<file path="config.mk">
export PLATFORM = sky130hd
export DESIGN_NAME = enemy_array_collider
export DESIGN_NICKNAME = d
export VERILOG_FILES = /design/src/rtl/enemy_array_collider.sv
export SDC_FILE = /design/constraint.sdc
export NUM_CORES = 1
export LEC_CHECK = 0
export CELL_PAD_IN_SITES_DETAIL_PLACEMENT = 1
export CELL_PAD_IN_SITES_GLOBAL_PLACEMENT = 1
export CORE_ASPECT_RATIO = 2
export CORE_MARGIN = 2
export CORE_UTILIZATION = 35
export DETAILED_ROUTE_END_ITERATION = 7
export PLACE_DENSITY = 0.86
export SETUP_SLACK_MARGIN = 0.5
export SLEW_MARGIN = 20
export SYNTH_ARGS = -nofsm -noshare
export SYNTH_HDL_FRONTEND = slang
export SYNTH_SLANG_ARGS = --single-unit
</file>
<file path="constraint.sdc">
create_clock -name clk -period 7.48 [get_ports clk]
set_input_delay 0.748 -clock clk [delete_from_list [all_inputs] [get_ports clk]]
set_output_delay 0.748 -clock clk [all_outputs]
set_load 0.02 [all_outputs]
</file>
<file path="src/rtl/enemy_array_collider.sv">
// Multi-enemy projectile collider: per-enemy ALIVE/DEAD state machines, lowest-index
// hit selection, optional respawn timers and a saturating kill score.
module enemy_array_collider #(
  parameter int unsigned NUM_ENEMIES    = 4,
  parameter int unsigned COORD_W        = 10,
  parameter int unsigned HIT_RADIUS     = 25,
  parameter int unsigned RESPAWN_CYCLES = 0,
  parameter int unsigned SCORE_W        = 16
) (
  input  logic                           clk,
  input  logic                           reset_n,
  input  logic                           start,
  input  logic [NUM_ENEMIES*COORD_W-1:0] enemy_h,
  input  logic [NUM_ENEMIES*COORD_W-1:0] enemy_v,
  input  logic [COORD_W-1:0]             projectile_h,
  input  logic [COORD_W-1:0]             projectile_v,
  input  logic                           projectile_valid,
  output logic [NUM_ENEMIES-1:0]         alive,
  output logic [NUM_ENEMIES-1:0]         hit,
  output logic                           projectile_consume,
  output logic [SCORE_W-1:0]             score,
  output logic                           all_cleared
);

  localparam int unsigned            CNT_W        = $clog2(RESPAWN_CYCLES + 2);
  localparam logic [CNT_W-1:0]       RESPAWN_LOAD = CNT_W'(RESPAWN_CYCLES);
  localparam logic [CNT_W-1:0]       CNT_ONE      = CNT_W'(1);
  localparam logic signed [COORD_W:0] RADIUS      = (COORD_W+1)'(HIT_RADIUS);
  localparam logic [SCORE_W-1:0]     SCORE_MAX    = '1;

  typedef enum logic [1:0] {
    S_IDLE,
    S_ALIVE,
    S_DEAD
  } state_t;

  state_t           state_q [NUM_ENEMIES];
  state_t           state_d [NUM_ENEMIES];
  logic [CNT_W-1:0] cnt_q   [NUM_ENEMIES];
  logic [CNT_W-1:0] cnt_d   [NUM_ENEMIES];

  logic [NUM_ENEMIES-1:0] overlap;
  logic [NUM_ENEMIES-1:0] winner;
  logic [NUM_ENEMIES-1:0] hit_d;
  logic                   consume_d;
  logic                   cleared_d;
  logic [SCORE_W-1:0]     score_d;
  logic signed [COORD_W:0] dh;
  logic signed [COORD_W:0] dv;
  logic                   found;
  logic                   any_started;
  logic                   any_alive;

  // Zero-extended one extra bit so differences near the screen edges never wrap.
  always_comb begin
    overlap = '0;
    dh      = '0;
    dv      = '0;
    for (int unsigned i = 0; i < NUM_ENEMIES; i++) begin
      dh = $signed({1'b0, enemy_h[i*COORD_W +: COORD_W]}) - $signed({1'b0, projectile_h});
      dv = $signed({1'b0, enemy_v[i*COORD_W +: COORD_W]}) - $signed({1'b0, projectile_v});
      overlap[i] = (dh <= RADIUS) && (dh >= -RADIUS) && (dv <= RADIUS) && (dv >= -RADIUS);
    end
  end

  always_comb begin
    winner = '0;
    found  = 1'b0;
    for (int unsigned i = 0; i < NUM_ENEMIES; i++) begin
      if (!found && projectile_valid && (state_q[i] == S_ALIVE) && overlap[i]) begin
        winner[i] = 1'b1;
        found     = 1'b1;
      end
    end
  end

  // State register
  always_ff @(posedge clk or negedge reset_n) begin
    if (!reset_n) begin
      for (int unsigned i = 0; i < NUM_ENEMIES; i++) begin
        state_q[i] <= S_IDLE;
        cnt_q[i]   <= '0;
      end
      hit                <= '0;
      projectile_consume <= 1'b0;
      score              <= '0;
      all_cleared        <= 1'b0;
    end else begin
      for (int unsigned i = 0; i < NUM_ENEMIES; i++) begin
        state_q[i] <= state_d[i];
        cnt_q[i]   <= cnt_d[i];
      end
      hit                <= hit_d;
      projectile_consume <= consume_d;
      score              <= score_d;
      all_cleared        <= cleared_d;
    end
  end

  // Next-state logic; start overrides kills and respawns in the same cycle.
  always_comb begin
    for (int unsigned i = 0; i < NUM_ENEMIES; i++) begin
      state_d[i] = state_q[i];
      cnt_d[i]   = cnt_q[i];
    end
    hit_d     = '0;
    consume_d = 1'b0;
    score_d   = score;
    if (start) begin
      for (int unsigned i = 0; i < NUM_ENEMIES; i++) begin
        state_d[i] = S_ALIVE;
        cnt_d[i]   = '0;
      end
      score_d = '0;
    end else begin
      for (int unsigned i = 0; i < NUM_ENEMIES; i++) begin
        if (winner[i]) begin
          state_d[i] = S_DEAD;
          cnt_d[i]   = RESPAWN_LOAD;
        end else if ((state_q[i] == S_DEAD) && (cnt_q[i] != '0)) begin
          cnt_d[i] = cnt_q[i] - CNT_ONE;
          if (cnt_q[i] == CNT_ONE) begin
            state_d[i] = S_ALIVE;
          end
        end
      end
      hit_d     = winner;
      consume_d = |winner;
      if ((|winner) && (score != SCORE_MAX)) begin
        score_d = score + 1'b1;
      end
    end
    any_started = 1'b0;
    any_alive   = 1'b0;
    for (int unsigned i = 0; i < NUM_ENEMIES; i++) begin
      if (state_d[i] != S_IDLE)  any_started = 1'b1;
      if (state_d[i] == S_ALIVE) any_alive   = 1'b1;
    end
    cleared_d = any_started && !any_alive;
  end

  // Output decode
  always_comb begin
    alive = '0;
    for (int unsigned i = 0; i < NUM_ENEMIES; i++) begin
      alive[i] = (state_q[i] == S_ALIVE);
    end
  end

endmodule

</file>
==> impl_metrics.py <==
metrics = {
    "floorplan": {
        "die_area_um2": 17900,
        "chipHeight_um": 187,
        "row_count": 67,
        "ioPinCount": 130,
        "die_w_um": 95.6,
        "core_area_um2": 16600,
        "initial_core_util": 0.354,
    },
    "yosys": {
        "synth_area_leaders": "ha_1, dfrtp_1, a21oi_1",
        "synth_common_cells": "ha_1, nor2_1, a21oi_1, inv_1, nand2_1",
        "synth.top_cell.area_share": 0.172,
        "synth_edf_count": 0,
        "synth_seq_cells": 34,
        "yosysWarningCount": 0,
        "synth_most_common_cell": "ha_1",
        "synth_area_um2": 5880,
        "syn_inst": 758,
        "synth_cell_types": 71,
        "syn_avg_cell_area_um2": 7.75,
        "async_reset_ff_frac": 1.00,
        "syn-num-nets": 951,
        "synth-seq-area-share": 0.145,
        "synth_top_cell_by_area": "ha_1",
        "ys.flop_type": "dfrtp_1",
    },
    "setup_path": {
        "crit_arrival_ns": 5.43,
        "worst-endpoint-required_ns": 7.65,
        "critPathCaptureType": "flop",
        "reg2reg_setup_slack_ns": 3.83,
        "critPathLaunchType": "input port",
        "crit_type": "input port to flop",
        "path_max_fanout": 30,
    },
    "sta": {
        "maxSlewHeadroom": 0.380,
        "slew_viol_final": 0,
        "clock_skew_ns": 0.00492,
        "tightestPinTransition_ns": 0.907,
        "fmax_ghz": 0.190,
        "setup_violations": 0,
        "hold_viol": 0,
        "tns_ns": 0,
        "holdWs_ns": 0.531,
        "timing.final.crit_share": 0.704,
        "rsz0062_at_grt": "false",
        "fin_crit_ns": 5.27,
    },
    "global_routing": {
        "overflow": 0,
        "track_usage": 0.211,
        "grt_max_degree": 35,
        "grt_pass1_wl_um": 31000,
        "antenna_found_initial": 0,
        "grt_pass1_vias": 6644,
    },
    "pwr": {
        "pwr-share-seq": 0.200,
        "switchingPower_uw": 327,
        "power.density_nw_per_um2": 122,
        "netSwitchingFraction": 0.354,
        "pwr-share-comb": 0.497,
        "intPower_uw": 597,
        "peakVddDrop_mv": 0.0864,
        "clkPwrFrac": 0.304,
        "leakagePower_uw": 0.00313,
    },
    "cts": {
        "clk_latency_ns": 0.28,
        "ctsHoldBuffers": 0,
        "cts_buffer_depth": 2,
        "cts_tree": "built",
        "post_cts_resize_count": 0,
        "path_clk_slew_ns": 0.06,
        "htree_levels": 2,
        "cts_setup_buffers": 0,
        "numCtsBuffers": 5,
        "clock-root-buffer": "clkbuf_16",
        "cts.sinks": 34,
    },
    "finish": {
        "drive_gt1_frac": 0.0293,
        "fin_nets": 1079,
        "area.sequential_um2": 851,
        "nFillCells": 2061,
        "multi_input_area_um2": 4740,
        "areaGrowthSynthToFinish_pct": 28.7,
        "diodes": 0,
        "fin_util": 0.456,
    },
    "route": {
        "detail_route.first_pass.iterations": 4,
        "dr.first_iter.drc_count": 175,
        "dr_total_vias": 6357,
        "drt-total-wl_um": 19000,
        "drc_errors": 0,
        "drtAntennaViolNets": 0,
        "wire_per_inst_um": 17.4,
        "avgViaCountPerCell": 5.81,
    },
    "worst_hold_path": {
        "hold_path_class": "flop to flop",
    },
    "place": {
        "gp_congestion": 0.872,
        "port_buffers": 129,
        "dp_hpwl_um": 15800,
    },
    "job": {
        "maxCapViolations": 0,
    },
    "outcome": {
        "status": "finished clean",
    },
}
-- per-layer routing --
layer / global-route usage / vias up / routed length, um
met5: 0 / - / 0
met3: 0.0274 / 36 / 875
met2: 0.383 / 159 / 9780
met4: 0.0571 / 0 / 448
li1: - / 3132 / -
met1: 0.252 / 3030 / 7890
-- worst max-delay path, cell delays in order --
cell and delay, ns:
clkdlybuf4s50_1 0.58, inv_1 0.20, ha_1 0.31, nor2b_1 0.14
o21ai_0 0.22, nor3b_1 0.32, nor4_1 0.12, or4_1 0.55
a2111oi_0 0.79, o22a_2 0.42, a211oi_2 0.05, buf_4 0.23
nor4_1 0.34, mux2_2 0.38
-- flip-flops by register name, indices dropped and copies added, names as in the netlist --
register            count
cnt_q                   4
all_cleared             1
hit                     4
state_q                 8
score                  16
projectile_consume      1
-- power by group through the flow --
stage	sequential, uW	clock (uW)	combinational, uW
global placement	188	0	435
floorplan	188	0	312
detailed placement	188	0	456
finish	184	281	459
global route	184	293	513
CTS	184	286	459
-- cell usage in the layout (no fill, tap or decap), types with 20 or more instances in the layout --
| cell type | count |
|---|---|
| nand2_1 | 43 |
| dfrtp_1 | 34 |
| o21ai_0 | 40 |
| a21oi_1 | 66 |
| nor3_1 | 21 |
| nand3_1 | 23 |
| ha_1 | 81 |
| xnor2_1 | 26 |
| clkdlybuf4s50_1 | 129 |
| inv_1 | 52 |
| nor2_1 | 71 |
| xor2_1 | 20 |
-- layout make-up --
| cell class | count | share of cell area |
|---|---|---|
| repair buffers | 132 | 0.174 |
| well taps | 207 | 0.0342 |
| inverters | 52 | 0.0258 |
| multi-input cells | 661 | 0.627 |
| flip-flops and latches | 34 | 0.113 |
| clock inverters | 2 | 0.00794 |
| clock buffers | 6 | 0.0184 |
-- through the flow --
stage          instances  worst slack (ns)  instance area, um2  power (uW)
6_report            1094              2.21                7560         924
5_1_grt             1094              2.01                7560         991
4_1_cts             1094              2.21                7560         929
3_5_place_dp        1086              1.94                7360         643
3_3_place_gp        1086              2.11                7360         622
2_1_floorplan        758              3.47                5880         499
-- cells by family after synthesis --
group           Yosys count  synth area share
simple gates            281             0.258
compound gates          237             0.267
fa+ha+maj                89             0.200
buf+inv                  63            0.0479
xor+xnor                 46            0.0686
flops                    34             0.145
mux                       8            0.0141
-- path summary, 6_finish.rpt --
kind,from,to,cells past startpoint
setup / recovery,projectile_h[1],score[5]$_DFFE_PN0P_,14
hold / removal,state_q[3]$_DFF_PN0_,cnt_q[1]$_DFFE_PN0P_,1
setup reg to reg,state_q[6]$_DFF_PN0_,score[5]$_DFFE_PN0P_,9
hold reg to reg,state_q[3]$_DFF_PN0_,cnt_q[1]$_DFFE_PN0P_,1
max in group asynchronous,reset_n,score[12]$_DFFE_PN0P_,2
min in group asynchronous,reset_n,state_q[3]$_DFF_PN0_,2
Power figures use the tool's default switching activity.
